==> config.mk <==
export PLATFORM = sky130hd
export DESIGN_NAME = pipeline_hazard_ctrl
export DESIGN_NICKNAME = d
export VERILOG_FILES = /design/src/rtl/pipeline_hazard_ctrl.sv
export SDC_FILE = /design/constraint.sdc
export NUM_CORES = 1
export LEC_CHECK = 0
export BUFFER_PORTS_ARGS = -buffer_cell sky130_fd_sc_hd__buf_2
export CORE_MARGIN = 2
export CORE_UTILIZATION = 40
export CTS_CLUSTER_DIAMETER = 50
export DETAILED_ROUTE_END_ITERATION = 10
export SYNTH_ARGS = -nofsm -noshare
export SYNTH_HDL_FRONTEND = slang
export SYNTH_SLANG_ARGS = --single-unit
export TNS_END_PERCENT = 100
==> constraint.sdc <==
create_clock -name clk -period 2.9 [get_ports clk]
set_clock_uncertainty 0.2 [all_clocks]
set_input_delay 0.145 -clock clk [delete_from_list [all_inputs] [get_ports clk]]
set_output_delay 0.145 -clock clk [all_outputs]
set_load 0.02 [all_outputs]
==> src/rtl/pipeline_hazard_ctrl.sv <==
// Front-end pipeline control: load-use stalls, taken-branch flushes and data-memory freezes
// for the IF/ID/EX stages, plus saturating stall/flush performance counters.
module pipeline_hazard_ctrl #(
    parameter int unsigned BR_PENALTY = 1,
    parameter int unsigned CNT_W      = 32
) (
    input  logic             clk,
    input  logic             rst,
    input  logic [4:0]       id_rs1,
    input  logic [4:0]       id_rs2,
    input  logic             id_use_rs1,
    input  logic             id_use_rs2,
    input  logic [4:0]       ex_rd,
    input  logic             ex_mem_rd,
    input  logic             branch_taken,
    input  logic             dmem_busy,
    input  logic             cnt_clr,
    output logic             pc_en,
    output logic             branch_ctr,
    output logic             ifid_en,
    output logic             ifid_flush,
    output logic             idex_en,
    output logic             idex_flush,
    output logic [CNT_W-1:0] stall_cnt,
    output logic [CNT_W-1:0] flush_cnt
);

    localparam int unsigned BW = (BR_PENALTY > 0) ? $clog2(BR_PENALTY + 1) : 1;
    localparam logic [BW-1:0] Penalty = BW'(BR_PENALTY);

    typedef enum logic [1:0] {
        StRun,
        StBrFlush,
        StMemWait
    } state_e;

    state_e           state_q, state_d;
    logic [BW-1:0]    bubble_q, bubble_d;
    logic [CNT_W-1:0] stall_q, stall_d;
    logic [CNT_W-1:0] flush_q, flush_d;
    logic             hazard;
    logic             in_flush;
    logic             accept_br;

    assign hazard = ex_mem_rd && (ex_rd != 5'd0) &&
                    ((id_use_rs1 && (id_rs1 == ex_rd)) || (id_use_rs2 && (id_rs2 == ex_rd)));

    // MEM_WAIT resumes as BR_FLUSH when bubbles were pending at the time the freeze began.
    assign in_flush = (state_q != StRun) && (bubble_q != '0);

    always_comb begin
        pc_en      = 1'b1;
        branch_ctr = 1'b0;
        ifid_en    = 1'b1;
        ifid_flush = 1'b0;
        idex_en    = 1'b1;
        idex_flush = 1'b0;
        accept_br  = 1'b0;
        state_d    = state_q;
        bubble_d   = bubble_q;
        if (rst) begin
            pc_en      = 1'b0;
            ifid_en    = 1'b0;
            idex_en    = 1'b0;
            ifid_flush = 1'b1;
            idex_flush = 1'b1;
            state_d    = StRun;
            bubble_d   = '0;
        end else if (dmem_busy) begin
            pc_en   = 1'b0;
            ifid_en = 1'b0;
            idex_en = 1'b0;
            state_d = StMemWait;
        end else if (branch_taken) begin
            branch_ctr = 1'b1;
            ifid_flush = 1'b1;
            idex_flush = 1'b1;
            accept_br  = 1'b1;
            bubble_d   = Penalty;
            state_d    = (BR_PENALTY > 0) ? StBrFlush : StRun;
        end else if (in_flush) begin
            ifid_flush = 1'b1;
            bubble_d   = bubble_q - BW'(1);
            state_d    = (bubble_q == BW'(1)) ? StRun : StBrFlush;
        end else if (hazard) begin
            pc_en      = 1'b0;
            ifid_en    = 1'b0;
            idex_flush = 1'b1;
            state_d    = StRun;
        end else begin
            state_d = StRun;
        end
    end

    always_comb begin
        stall_d = stall_q;
        flush_d = flush_q;
        if (rst || cnt_clr) begin
            stall_d = '0;
            flush_d = '0;
        end else begin
            if (!pc_en && (stall_q != '1)) begin
                stall_d = stall_q + CNT_W'(1);
            end
            if (accept_br && (flush_q != '1)) begin
                flush_d = flush_q + CNT_W'(1);
            end
        end
    end

    always_ff @(posedge clk) begin
        if (rst) begin
            state_q  <= StRun;
            bubble_q <= '0;
            stall_q  <= '0;
            flush_q  <= '0;
        end else begin
            state_q  <= state_d;
            bubble_q <= bubble_d;
            stall_q  <= stall_d;
            flush_q  <= flush_d;
        end
    end

    assign stall_cnt = stall_q;
    assign flush_cnt = flush_q;

endmodule

==> results.md <==
* WP data arrival at 2.50 ns
* Total core area at 8300 um2
* Tightest Pin Transition at 0.670 ns
* RSZ-0062 raised after global routing: false
* Synthesized flop and latch total at 67
* Area growth syn-to-layout at 22.0%
* Netlist cell types at 55
* Later-pin clock latency in the skew report at 0.34 ns
* Vias at 3256
* Ant diodes at 0
* Post-cts hold buffer count at 3
* Placed cell area at 3990 um2
* WL final at about 8.5 mm
* Post-route minimum period at 2.49 ns
* Total Die Area at 9410 um2
* I/O pin cnt at 93
* DP Cell Count at between 500 and 600
* Die H at 97.0 um
* Post-route setup slack at between 0.4 and 0.5 ns
* Synth warn at 0
* Clock sinks at 67
* Post-synthesis cell area at 3460 um2
* Crit Path Max Fanout at 7
* Die width at 97.0 um
* Root Buffer: clkbuf_8
* Most frequent cells in the layout: buf_2 (92), dfxtp_1 (67), nor2_1 (42)
* Seq pwr share at 50.3%
* Critical path launch point type: input port
* Area leader, netlist: dfxtp_1
* Sequential area share after synthesis at roughly 39%
* CTS tree: done
* Number of core rows at 33
* Post-synth top area share at 38.8%
* Slew headroom at a little under three fifths
* Syn Inst Count at 398
* Setup repair bufs after CTS at 0
* Critical path class: input port to register
* Filler cell count at 803
* Hold depth at 3
* Net count, final at just over 500
* Area of the multi-input gates at 1990 um2
* Pwr Density at around 440 nW/um2
* Reg2Reg Depth at 7
* Global-route total usage across every layer at 18.4%
* Starting Density at 41.7%
* MaxCap Viol Count at 0
* Combinational Power Share at 6.3%
* Mapped Nets at around 420
* Initial antenna violation count at 0
* FMAX at 402 MHz
* Fin cells at 604
* Mean Syn Cell Area at 8.70 um2
* Max VDD drop at 0.233 mV
* Crit share post-route at 85.8%
* DR vias/cell at 5.39
* Clock power share at 43.4%
* Most common cell after layout, fill and taps aside: buf_2
* Switch Pwr at approximately 0.44 mW
* Synth area leaders: dfxtp_1 (39%), xnor2_1 (5.8%), xor2_1 (5.6%), nand3_1 (4.8%), nor2_1 (4.6%)
* Fin. Hold Viols at 0
* DR iter-0 viols at 147
* Setup TNS at 0 ns
* Register area at about 1300 um2
* Total power at between 1.5 and 2 mW
* Clock Tree Buf Depth at 2
* Final setup viols at 0
* Final Cell Area at 4220 um2
* Final Max Slew Viols at 0
* Status: complete, no violations
* Hold crit path type: input port to register
* Vias in the first global route at 3025
* Finished Core Util at 50.9%
* Post-DRT Antenna Nets at 0
* Ys flop type: dfxtp_1
* Port bufs at 92
* Number of flops mapped to enable cells by yosys at 0
* Lkg Pwr at 1.60 nW
* DR WL/cell at roughly 14 um
* R2R setup slack at about 0.45 ns
* Post-synth ARST share at 0%
* CP endpoint kind: register
* Total congestion overflow at 0
* Cts repair resizes at 0
* Routability congestion estimate at around 0.82
* Placement Setup Slack at 0.350 ns
* Clock slew at reported path FFs at around 0.07 ns
* Hold_ws at 0.0124 ns
* Largest net degree at the start of global routing at 47
* Detailed Routing Iterations Pass 1 at 4
* First-pass GRT wire length at 14.5 mm
* Switching Share at a little under a quarter
* DRC at 0
* TritonCTS Buffers at 9
* Share of cells above drive strength 1 at 27.9%
* Internal power at approximately 1.4 mW
* CP required at 2.91 ns
* H-Tree Level Count at 3
* Post-DP HPWL at 6.05 mm
-- layer usage --
| layer | global-route usage (%) | vias up | wire length, um |
|---|---|---|---|
| met5 | 0 | - | 0 |
| met4 | 7.04 | 0 | 117 |
| met3 | 3.25 | 12 | 369 |
| met2 | 28.9 | 79 | 3880 |
| met1 | 25.0 | 1507 | 4160 |
| li1 | - | 1658 | - |
-- power by group through the flow --
| stage | clock [mW] | sequential [mW] | combinational [mW] |
|---|---|---|---|
| 2_1_floorplan | 0 | 0.950 | 0.0843 |
| 3_3_place_gp | 0 | 0.949 | 0.113 |
| 3_5_place_dp | 0 | 0.949 | 0.115 |
| 4_1_cts | 0.827 | 0.927 | 0.119 |
| 5_1_grt | 0.866 | 0.928 | 0.131 |
| 6_report | 0.800 | 0.927 | 0.117 |
-- kinds of logic after synthesis --
group                      count (synthesis)  share of synthesized area, %
buffers and inverters                     21                          3.62
DFF                                       67                          38.8
adders and majority gates                  2                         0.723
and+or+nand+nor                          193                          30.9
AOI/OAI and AO/OA                         68                          14.0
muxes                                      2                         0.578
xor gates and xnor gates                  45                          11.4
-- path summary, 6_finish.rpt --
path	start	end
worst max register to register	flush_cnt[24]$_SDFFE_PP0P_	flush_cnt[1]$_SDFFE_PP0P_
worst min register to register	bubble_q$_SDFFE_PP0P_	bubble_q$_SDFFE_PP0P_
worst min-delay path	dmem_busy	bubble_q$_SDFFE_PP0P_
worst max-delay path	rst	flush_cnt[15]$_SDFFE_PP0P_
-- sequential cells by signal, summed over array words and instances, names as in the netlist --
| signal | cells |
|---|---|
| state_q | 2 |
| bubble_q | 1 |
| flush_cnt | 32 |
| stall_cnt | 32 |
-- worst max-delay path, cell delays in order --
cell	delay, ns
dlygate4sd3_1	0.53
buf_2	0.16
nor2_2	0.16
nand2_1	0.10
inv_2	0.11
nand4_1	0.25
a311oi_1	0.62
nand4_1	0.19
xor2_1	0.17
nor2_1	0.05
-- synth_stat cells, types with 10 or more instances --
library cell and instances:
a21oi_1 16, a21oi_2 10, and3_1 11, dfxtp_1 67, nand2_1 23, nand3_1 33
nand4_1 23, nor2_1 42, or3_1 14, or4_1 11, xnor2_1 23, xor2_1 22
-- cell type report --
class	count	area share, %
clock buffers	12	3.68
clock inverters	4	1.16
inverters	6	0.533
multi-input cells	310	47.2
flip-flops and latches	67	31.8
well taps	105	3.11
repair buffers	100	12.5
No activity file was read; power rests on OpenSTA's default activity.
